<file path="src/rtl/sgfilter_pkg.sv">
// Shared definitions for the Savitzky-Golay filters: coefficient format and tables,
// controller state encoding and the channel-tag width helper.
package sgfilter_pkg;

    localparam int COEF_W    = 12;
    localparam int COEF_FRAC = 11;

    typedef logic signed [COEF_W-1:0] coef_t;

    // Quadratic smoothing weights round(c_k/norm * 2^11), symmetric about the centre tap.
    localparam coef_t COEF5 [5] = '{-12'sd176, 12'sd702, 12'sd995, 12'sd702, -12'sd176};
    localparam coef_t COEF7 [7] = '{-12'sd195, 12'sd293, 12'sd585, 12'sd683, 12'sd585,
                                    12'sd293, -12'sd195};
    localparam coef_t COEF9 [9] = '{-12'sd186, 12'sd124, 12'sd346, 12'sd479, 12'sd523,
                                    12'sd479, 12'sd346, 12'sd124, -12'sd186};

    typedef enum logic [2:0] {IDLE, SHIFT, MAC, ROUND, HOLD} sg_state_t;

    function automatic int CHAN_W(input int channels);
        return (channels <= 1) ? 1 : $clog2(channels);
    endfunction

    function automatic coef_t coef(input int window, input int k);
        coef_t c;
        c = '0;
        case (window)
            5:       if (k < 5) c = COEF5[k[2:0]];
            7:       if (k < 7) c = COEF7[k[2:0]];
            9:       if (k < 9) c = COEF9[k[3:0]];
            default: c = '0;
        endcase
        return c;
    endfunction

endpackage

</file>
<file path="src/rtl/sg_history.sv">
// Per-channel sample shift registers and fill counters; one push port and one
// (channel, tap) read port. Tap 0 is the oldest sample in the window.
module sg_history
    import sgfilter_pkg::*;
#(
    parameter int DATA_W   = 16,
    parameter int CHANNELS = 2,
    parameter int WINDOW   = 5,
    parameter int CHW      = CHAN_W(CHANNELS),
    parameter int KW       = $clog2(WINDOW)
) (
    input  logic                     clock,
    input  logic                     reset,
    input  logic                     push,
    input  logic [CHW-1:0]           push_chan,
    input  logic signed [DATA_W-1:0] push_data,
    input  logic [CHW-1:0]           rd_chan,
    input  logic [KW-1:0]            rd_k,
    output logic signed [DATA_W-1:0] rd_data,
    output logic                     full_after_push
);

    localparam int CW = $clog2(WINDOW + 1);

    logic signed [DATA_W-1:0] hist [CHANNELS][WINDOW];
    logic [CW-1:0]            cnt  [CHANNELS];

    // NOTE: the histories are cleared on reset rather than left unknown, so every channel
    // restarts from a defined state and nothing old can leak into a later window.
    always_ff @(posedge clock) begin
        if (reset) begin
            for (int c = 0; c < CHANNELS; c++) begin
                cnt[c] <= '0;
                for (int i = 0; i < WINDOW; i++) hist[c][i] <= '0;
            end
        end else if (push) begin
            for (int c = 0; c < CHANNELS; c++) begin
                if (push_chan == CHW'(c)) begin
                    for (int i = 0; i < WINDOW - 1; i++) hist[c][i] <= hist[c][i+1];
                    hist[c][WINDOW-1] <= push_data;
                    if (cnt[c] != CW'(WINDOW)) cnt[c] <= cnt[c] + CW'(1);
                end
            end
        end
    end

    // NOTE: every output of a combinational block gets a default first; a path that
    // leaves one unassigned would infer a latch.
    always_comb begin
        rd_data         = '0;
        full_after_push = 1'b0;
        for (int c = 0; c < CHANNELS; c++) begin
            if (rd_chan == CHW'(c)) begin
                for (int i = 0; i < WINDOW; i++)
                    if (rd_k == KW'(i)) rd_data = hist[c][i];
            end
            if (push_chan == CHW'(c)) full_after_push = (cnt[c] >= CW'(WINDOW - 1));
        end
    end

endmodule

</file>
<file path="src/rtl/sgfilter_mc.sv">
// Multi-channel Savitzky-Golay quadratic smoother: call/return handshake, one shared
// multiplier sequenced over the window taps, round-to-nearest and saturation.
module sgfilter_mc
    import sgfilter_pkg::*;
#(
    parameter int DATA_W   = 16,
    parameter int CHANNELS = 2,
    parameter int WINDOW   = 5
) (
    input  logic                            clock,
    input  logic                            reset,
    input  logic                            start,
    output logic                            busy,
    input  logic signed [DATA_W-1:0]        in_data,
    input  logic [CHAN_W(CHANNELS)-1:0]     in_chan,
    output logic                            done,
    input  logic                            stall,
    output logic signed [DATA_W-1:0]        returndata,
    output logic [CHAN_W(CHANNELS)-1:0]     return_chan,
    output logic [31:0]                     idx
);

    localparam int CHW   = CHAN_W(CHANNELS);
    localparam int KW    = $clog2(WINDOW);
    localparam int PW    = DATA_W + COEF_W;
    localparam int ACC_W = DATA_W + COEF_W + $clog2(WINDOW) + 1;
    localparam logic signed [ACC_W:0] SAT_MAX =
        $signed({{(ACC_W - DATA_W + 2){1'b0}}, {(DATA_W - 1){1'b1}}});
    localparam logic signed [ACC_W:0] SAT_MIN = ~SAT_MAX;

    if (WINDOW != 5 && WINDOW != 7 && WINDOW != 9) begin : g_bad_window
        $error("sgfilter_mc: WINDOW must be 5, 7 or 9");
    end

    sg_state_t state, state_n;

    logic [CHW-1:0]           chan_q;
    logic signed [DATA_W-1:0] data_q;
    logic                     chan_ok;
    logic [KW-1:0]            tap_k;
    logic signed [ACC_W-1:0]  acc;
    logic [31:0]              out_idx [CHANNELS];
    logic [31:0]              cur_idx;

    logic signed [DATA_W-1:0] tap;
    logic                     full_after_push;
    coef_t                    coef_k;
    logic signed [PW-1:0]     prod;
    logic signed [ACC_W:0]    rnd, shifted;
    logic signed [DATA_W-1:0] sat;

    sg_history #(
        .DATA_W   (DATA_W),
        .CHANNELS (CHANNELS),
        .WINDOW   (WINDOW)
    ) u_history (
        .clock           (clock),
        .reset           (reset),
        .push            (state == SHIFT && chan_ok),
        .push_chan       (chan_q),
        .push_data       (data_q),
        .rd_chan         (chan_q),
        .rd_k            (tap_k),
        .rd_data         (tap),
        .full_after_push (full_after_push)
    );

    // NOTE: clocked state uses non-blocking assignments so every register samples
    // pre-edge values; combinational blocks use blocking assignments.
    always_ff @(posedge clock) begin
        if (reset) state <= IDLE;
        else       state <= state_n;
    end

    always_comb begin
        state_n = state;
        unique case (state)
            IDLE:    if (start) state_n = SHIFT;
            SHIFT:   state_n = (chan_ok && full_after_push) ? MAC : IDLE;
            MAC:     if (tap_k == KW'(WINDOW - 1)) state_n = ROUND;
            ROUND:   state_n = HOLD;
            HOLD:    if (!stall) state_n = IDLE;
            default: state_n = IDLE;
        endcase
    end

    always_comb begin
        busy = (state != IDLE);
        done = (state == HOLD);
    end

    // Datapath: tap product, round half-up then floor shift, clamp to the sample range.
    always_comb begin
        coef_k  = coef(WINDOW, int'(tap_k));
        prod    = tap * coef_k;
        rnd     = {acc[ACC_W-1], acc} + (ACC_W + 1)'(2 ** (COEF_FRAC - 1));
        shifted = rnd >>> COEF_FRAC;
        if (shifted > SAT_MAX)      sat = SAT_MAX[DATA_W-1:0];
        else if (shifted < SAT_MIN) sat = SAT_MIN[DATA_W-1:0];
        else                        sat = shifted[DATA_W-1:0];
        cur_idx = '0;
        for (int c = 0; c < CHANNELS; c++)
            if (chan_q == CHW'(c)) cur_idx = out_idx[c];
    end

    always_ff @(posedge clock) begin
        if (reset) begin
            chan_q      <= '0;
            data_q      <= '0;
            chan_ok     <= 1'b0;
            tap_k       <= '0;
            acc         <= '0;
            returndata  <= '0;
            return_chan <= '0;
            idx         <= '0;
            for (int c = 0; c < CHANNELS; c++) out_idx[c] <= '0;
        end else begin
            unique case (state)
                IDLE: if (start) begin
                    data_q  <= in_data;
                    chan_q  <= in_chan;
                    chan_ok <= ({1'b0, in_chan} < (CHW + 1)'(CHANNELS));
                end
                SHIFT: begin
                    acc   <= '0;
                    tap_k <= '0;
                end
                MAC: begin
                    acc   <= acc + ACC_W'(prod);
                    tap_k <= tap_k + KW'(1);
                end
                ROUND: begin
                    returndata  <= sat;
                    return_chan <= chan_q;
                    idx         <= cur_idx;
                    for (int c = 0; c < CHANNELS; c++)
                        if (chan_q == CHW'(c)) out_idx[c] <= out_idx[c] + 32'd1;
                end
                default: ;
            endcase
        end
    end

endmodule

</file>
<file path="config.mk">
export PLATFORM = sky130hd
export DESIGN_NAME = sgfilter_mc
export DESIGN_NICKNAME = d
export VERILOG_FILES = /design/src/rtl/sgfilter_pkg.sv /design/src/rtl/sg_history.sv /design/src/rtl/sgfilter_mc.sv
export SDC_FILE = /design/constraint.sdc
export NUM_CORES = 1
export LEC_CHECK = 0
export BUFFER_PORTS_ARGS = -buffer_cell sky130_fd_sc_hd__buf_4
export CORE_ASPECT_RATIO = 0.7
export CORE_UTILIZATION = 60
export DETAILED_ROUTE_END_ITERATION = 8
export GPL_ROUTABILITY_DRIVEN = 0
export PLACE_DENSITY = 0.79
export SLEW_MARGIN = 5
export SYNTH_ARGS = -nofsm -noshare
export SYNTH_HDL_FRONTEND = slang
export SYNTH_SLANG_ARGS = --single-unit
export TNS_END_PERCENT = 30
</file>
<file path="constraint.sdc">
create_clock -name clock -period 20.5 [get_ports clock]
set_input_delay 6.15 -clock clock [delete_from_list [all_inputs] [get_ports clock]]
set_output_delay 6.15 -clock clock [all_outputs]
set_load 0.005 [all_outputs]
</file>
==> summary.md, run 1 <==
| Metric | Value |
|---|---|
| Internal power | `1680 uW` |
| Final setup viols | `0` |
| Drt total wl | `57,100 um` |
| Hold-fix buffers, CTS | `0` |
| Initial Util | `61.0%` |
| Sw Pwr | `1100 uW` |
| Switching fraction of total power | `39.5%` |
| Lkg Pwr | `0.0107 uW` |
| Maximum vdd drop | `0.122 mV` |
| Drt initial violations | `1,835` |
| DIE AREA | `40,100 um^2` |
| CTS H-tree lvls | `2` |
| Die Y | `168 um` |
| Crit path kind | `reg2reg` |
| Worst Skew | `0.0259 ns` |
| Post-route DRC | `0` |
| Slew @ Worst Pin | `1.24 ns` |
| Number of max-cap violations | `0` |
| Worst Path Max Fanout | `30` |
| Die X | `239 um` |
| Worst-Skew Late Latency | `0.55 ns` |
| Hold Crit Class | `reg2reg` |
| Setup TNS | `0 ns` |
| Most used cell, CP | `fa_1` |
| Simple logic cell fraction of the synthesized area | `16.6%` |
| Post-synth ARST share | `0%` |
| Register share of total power | `27.6%` |
| Max-Slew Margin vs Limit | `17.0%` |
| Sequential-to-total area share from yosys stat | `38.2%` |
| XOR/XNOR Fraction of Synth Area | `3.68%` |
| Global-route wire length before repair | `91,800 um` |
| Placement Cell Area | `24,600 um^2` |
| Slew Viols, Final | `0` |
| Final period util | `47.6%` |
| Yosys reg bits | `335` |
| Startpoint Class | `register` |
| Vias in the first global route | `17,000` |
| Final min period | `9.75 ns` |
| EDFF count, synth | `230` |
| Mean post-synth cell area | `10.2 um^2` |
| Pre-antenna DRT Iters | `8` |
| RSZ-0062 raised after global routing | `no` |
| Design Area, Final | `25,700 um^2` |
| Core ar. | `38,600 um^2` |
| CP peak stage delay | `0.71 ns` |
| R2R cell count | `29` |
| Mux cell area share after synthesis | `1.98%` |
| Nets | `2,675` |
| Syn_nets | `2,652` |
| Dpl cells | `2,827` |
| Postcts setup bufs | `0` |
| Layout cells sized above 1 | `7.45%` |
| WHS | `0.463 ns` |
| All-Layer GR Usage | `29.2%` |
| Worst EP required | `20.91 ns` |
| Final Non-Filler Cells | `2,890` |
| Largest net degree at the start of global routing | `73` |
| Fmax | `103 MHz` |
| Slowest-stage cell, CP | `a221oi_1` |
| I/O pin cnt | `72` |
| Synth warn | `0` |
| CTS tree | `yes` |
| Via-to-Cell Ratio | `5.98` |
| CTS root buf | `clkbuf_16` |
| Avg WL per Cell | `19.7 um` |
| Clock power frac | `23.0%` |
| Mapped Area | `23,600 um^2` |
| P per Cell Area | `108 nW/um^2` |
| Data arrival, critical path | `10.16 ns` |
| Area share of fa/ha/maj cells after synthesis | `24.0%` |
| Status | `finished clean` |
| # clock sinks | `335` |
| Total vias in the final route | `17,300` |
| Combinational fraction of design power | `49.4%` |
| Initial antenna violation count | `0` |
| Reg clk slew, reported paths | `0.07 ns` |
| Final Hold Violating Endpoints | `0` |
| Post-Syn Instances | `2,313` |
| Combinational family with the most area after synthesis | `adder cells` |
| CTS-repair resized insts | `0` |
| Cell variety after synth | `68` |
| Routed Antenna Nets | `0` |
| Synth Flop Type | `edfxtp_1` |
| Hold-critical path depth | `2` |
| Finished Core Util | `66.6%` |
| Congestion Overflow GR | `0` |
| Synth Area in Compound Gates | `9.93%` |
| Hpwl dp | `41,700 um` |
| PortBufs | `71` |
| Area grow syn2layout | `9.03%` |
| CTS Buf Count | `34` |
| Number of core rows | `60` |
| CTS Buffer Depth | `3` |
| Setup crit end kind | `register` |
==> final cells by class <==
class | instances | area (um^2)
inverters | 235 | 882
well taps | 527 | 659
diodes | 1 | 2.50
flip-flops and latches | 335 | 9010
fillers | 3012 | 12900
multi-input cells | 1631 | 13300
clock buffers | 45 | 922
repair buffers | 99 | 743
clock inverters | 17 | 206
==> stage by stage <==
step / setup slack, ns / power (uW)
after floorplan: 11.79 / 1850
after global placement: 11.32 / 2070
after detailed placement: 11.08 / 2130
after CTS: 11.03 / 2770
after global routing: 10.19 / 3000
final: 10.75 / 2780
==> metal layers <==
metal	wire length (um)	GRT usage [%]	up-vias
met1	24200	42.7	8463
met5	0	0	-
li1	-	-	7866
met2	25200	43.4	857
met3	6200	7.23	102
met4	1460	8.25	0
==> flip-flops by register name, indices dropped and copies added, names as in the netlist <==
| register | count |
|---|---|
| acc | 32 |
| chan_ok | 1 |
| chan_q | 1 |
| data_q | 16 |
| idx | 32 |
| out_idx | 64 |
| return_chan | 1 |
| returndata | 16 |
| state | 3 |
| tap_k | 3 |
| u_history.cnt | 6 |
| u_history.hist | 160 |
==> cells in the final DEF (no fill, tap or decap), drive strengths merged, types with 17 or more instances in the layout <==
cell type,n
nor2,264
inv,236
edfxtp,230
fa,223
nand2,199
and2,155
dfxtp,105
buf,99
ha,95
a21oi,88
o21ai,68
xor2,61
nor3,48
nand3,46
a211oi,45
clkbuf,45
mux2i,42
xnor2,38
a22oi,26
nand2b,24
nand4,21
a221oi,19
and3,18
a21o,17
a221o,17
==> power groups by stage <==
stage,registers (uW),clock network [uW],logic [uW]
floorplan,771,0,1080
global route,768,675,1560
finish,766,640,1370
CTS,765,644,1360
detailed placement,779,0,1350
global placement,778,0,1290
==> worst paths after layout <==
| kind | from | to | slack [ns] |
|---|---|---|---|
| max | tap_k[2]$_SDFFE_PP0P_ | acc[22]$_SDFFE_PP0P_ | 10.75 |
| min | data_q[14]$_SDFFE_PP0P_ | data_q[14]$_SDFFE_PP0P_ | 0.46 |
| max reg2reg | tap_k[2]$_SDFFE_PP0P_ | acc[22]$_SDFFE_PP0P_ | 10.75 |
| min reg2reg | data_q[14]$_SDFFE_PP0P_ | data_q[14]$_SDFFE_PP0P_ | 0.46 |
==> cells in the mapped netlist, types with 17 or more instances <==
cell type	n	area share, %
nand2_1	199	3.2
edfxtp_1	230	29
nand3_1	46	0.98
mux2i_1	42	1.8
a21oi_1	88	1.9
ha_1	95	5.0
nor3_1	48	1.0
inv_1	235	3.7
xnor2_1	38	1.4
o21ai_0	66	1.4
clkbuf_1	94	1.5
nor2_1	263	4.2
xor2_1	61	2.3
a21o_1	17	0.54
a211oi_1	45	1.4
nand2b_1	24	0.64
a221oi_1	19	0.71
nand4_1	21	0.56
and2_1	154	4.1
and3_1	18	0.48
fa_1	223	19
a22oi_1	26	0.83
a221o_1	17	0.72
dfxtp_1	105	8.9
==> kinds of logic after synthesis <==
group | Yosys count
DFF | 335
and+or+nand+nor | 820
muxes | 46
xor gates and xnor gates | 99
buffers and inverters | 347
AOI/OAI and AO/OA | 348
adders and majority gates | 318
==> worst max-delay path: cells and delay by family (launching register included) <==
kind,cells,cell delay (ns)
multiplexers,1,0.17
buffers and inverters,6,1.15
AND/OR/NAND/NOR,5,1.32
adder cells (fa/ha/maj),8,3.80
flip-flops,1,0.53
AO/OA/AOI/OAI,9,2.65
Note: power is estimated with default switching activity, not from simulation.
==> run 2: changes to the inputs <==
==> constraint.sdc (replaced) <==
create_clock -name clock -period 9.9 [get_ports clock]
set_input_delay 2.97 -clock clock [delete_from_list [all_inputs] [get_ports clock]]
set_output_delay 2.97 -clock clock [all_outputs]
set_load 0.005 [all_outputs]
==> summary.md, run 2 (same netlist as run 1, synthesis figures left out) <==
| Metric | Value |
|---|---|
| I/O pin cnt | `72` |
| RSZ-0062 raised after global routing | `no` |
| Core ar. | `38,600 um^2` |
| Setup crit end kind | `register` |
| Routed Antenna Nets | `0` |
| CP peak stage delay | `0.71 ns` |
| # clock sinks | `335` |
| Initial Util | `61.0%` |
| Fillcell total | `2,999` |
| Final Hold Violating Endpoints | `0` |
| Dpl cells | `2,835` |
| DIE AREA | `40,100 um^2` |
| Number of max-cap violations | `0` |
| Max-Slew Margin vs Limit | `22.7%` |
| Number of core rows | `60` |
| Worst Skew | `0.0188 ns` |
| Vias in the first global route | `17,600` |
| Avg WL per Cell | `19.8 um` |
| Slew @ Worst Pin | `1.16 ns` |
| Congestion Overflow GR | `0` |
| Cell family with most CP delay | `adder cells` |
| Hold Crit Class | `reg2reg` |
| Overall power | `5750 uW` |
| Bufs and invs on worst path | `6` |
| Commonest non-fill, non-tap cells in the layout | `261 x nor2_1, 235 x inv_1, 230 x edfxtp_1, 222 x fa_1, 199 x nand2_1` |
| CTS H-tree lvls | `2` |
| Worst EP required | `10.31 ns` |
| Hpwl dp | `42,100 um` |
| Drt total wl | `57,300 um` |
| Status | `finished clean` |
| Die Y | `168 um` |
| Via-to-Cell Ratio | `5.95` |
| Maximum vdd drop | `0.268 mV` |
| Area grow syn2layout | `9.30%` |
| Worst Path Max Fanout | `18` |
| Most common cell after layout, fill and taps aside | `nor2_1` |
| Slew Viols, Final | `0` |
| Die X | `239 um` |
| Startpoint Class | `register` |
| Antenna Diode Count | `0` |
| CTS tree | `yes` |
| Drt initial violations | `1,885` |
| All-Layer GR Usage | `29.9%` |
| P per Cell Area | `223 nW/um^2` |
| Crit path kind | `reg2reg` |
| Total vias in the final route | `17,300` |
| Lkg Pwr | `0.0107 uW` |
| Worst-Skew Late Latency | `0.55 ns` |
| Nets | `2,684` |
| PortBufs | `71` |
| Pre-antenna DRT Iters | `6` |
| Layout cells sized above 1 | `7.80%` |
| Final setup viols | `0` |
| CTS Buffer Depth | `3` |
| Slowest-stage cell, CP | `nor2b_2` |
| Final period util | `95.1%` |
| Initial antenna violation count | `0` |
| Most used cell, CP | `fa_1` |
| Largest net degree at the start of global routing | `81` |
| Largest register by flop count | `u_history.hist` |
| Reg clk slew, reported paths | `0.06 ns` |
| Max reg flops | `160` |
| CTS Buf Count | `35` |
| Fmax | `106 MHz` |
| Setup TNS | `0 ns` |
| Hold-fix buffers, CTS | `0` |
| Global-route wire length before repair | `94,300 um` |
| Regs by FF count | `u_history.hist x160, out_idx x64` |
| Data arrival, critical path | `9.82 ns` |
| Final Non-Filler Cells | `2,899` |
| CTS root buf | `clkbuf_16` |
| Final min period | `9.41 ns` |
| Post-route DRC | `0` |
==> run 2: cell count changes in the layout (fill, tap and decap cells not counted), moves of 2 or more <==
cell | before | now
clkinvlp_4 | 3 | 1
buf_4 | 99 | 107
clkinv_2 | 7 | 5
bufinv_16 | 3 | 1
clkbuf_8 | 3 | 5
clkinv_4 | 0 | 2
clkinv_1 | 1 | 4
==> run 2: path summary, 6_finish.rpt <==
path | depth (start not counted) | to | from | slack (ns)
max | 29 | acc[30]$_SDFFE_PP0P_ | tap_k[0]$_SDFFE_PP0P_ | 0.49
min reg2reg | 2 | data_q[6]$_SDFFE_PP0P_ | data_q[6]$_SDFFE_PP0P_ | 0.46
max reg2reg | 29 | acc[30]$_SDFFE_PP0P_ | tap_k[0]$_SDFFE_PP0P_ | 0.49
min | 2 | data_q[6]$_SDFFE_PP0P_ | data_q[6]$_SDFFE_PP0P_ | 0.46
==> run 2: report_power, final <==
group	leakage, uW	internal (uW)	switching, uW	total (uW)
sequential	0.00323	1540	44.2	1590
clock	0.000551	727	578	1300
combinational	0.00694	1190	1660	2860
total	0.0107	3460	2290	5750
==> run 2: final cells by class <==
cell class                 count  area, um^2  share of cell area [%]
inverter                     235         882                    3.43
timing repair buffer         107         803                    3.12
multi-input combinational   1631       13300                    51.5
clock inverter                17         159                   0.617
tap                          527         659                    2.56
clock buffer                  47         971                    3.77
sequential                   335        9010                    35.0
==> run 2: through the flow <==
stage | hold slack [ns] | cell area, um^2 | worst slack, ns | utilization, %
2_1_floorplan | 0.440 | 23600 | 2.09 | -
3_3_place_gp | 0.453 | 24600 | 1.08 | 63.8
3_5_place_dp | 0.459 | 24600 | 0.584 | 63.8
4_1_cts | 0.467 | 25700 | 0.530 | 66.7
5_1_grt | 0.488 | 25700 | 0.0429 | 66.7
6_report | 0.464 | 25700 | 0.489 | 66.7
==> run 2: layer usage <==
layer | part of all wire [%] | GRT usage (%)
met1 | 43 | 43.5
met2 | 45 | 45.3
met4 | 2.8 | 8.31
met3 | 9.6 | 6.72
met5 | 0 | 0
==> run 2: worst reg2reg max path: cells and delay by family (launching register included) <==
family	cells	cell delay, ns
adders and majority gates	8	4.03
AOI/OAI and AO/OA	11	2.74
and+or+nand+nor	2	0.84
buffers and inverters	6	0.80
DFF	1	0.40
muxes	1	0.30
xor gates and xnor gates	1	0.17
==> run 2: repair_timing <==
item / 4_1_cts / 5_1_grt
buffers inserted: 0 / 0
resized for setup: 0 / 1
setup endpoints to repair: 0 / 3
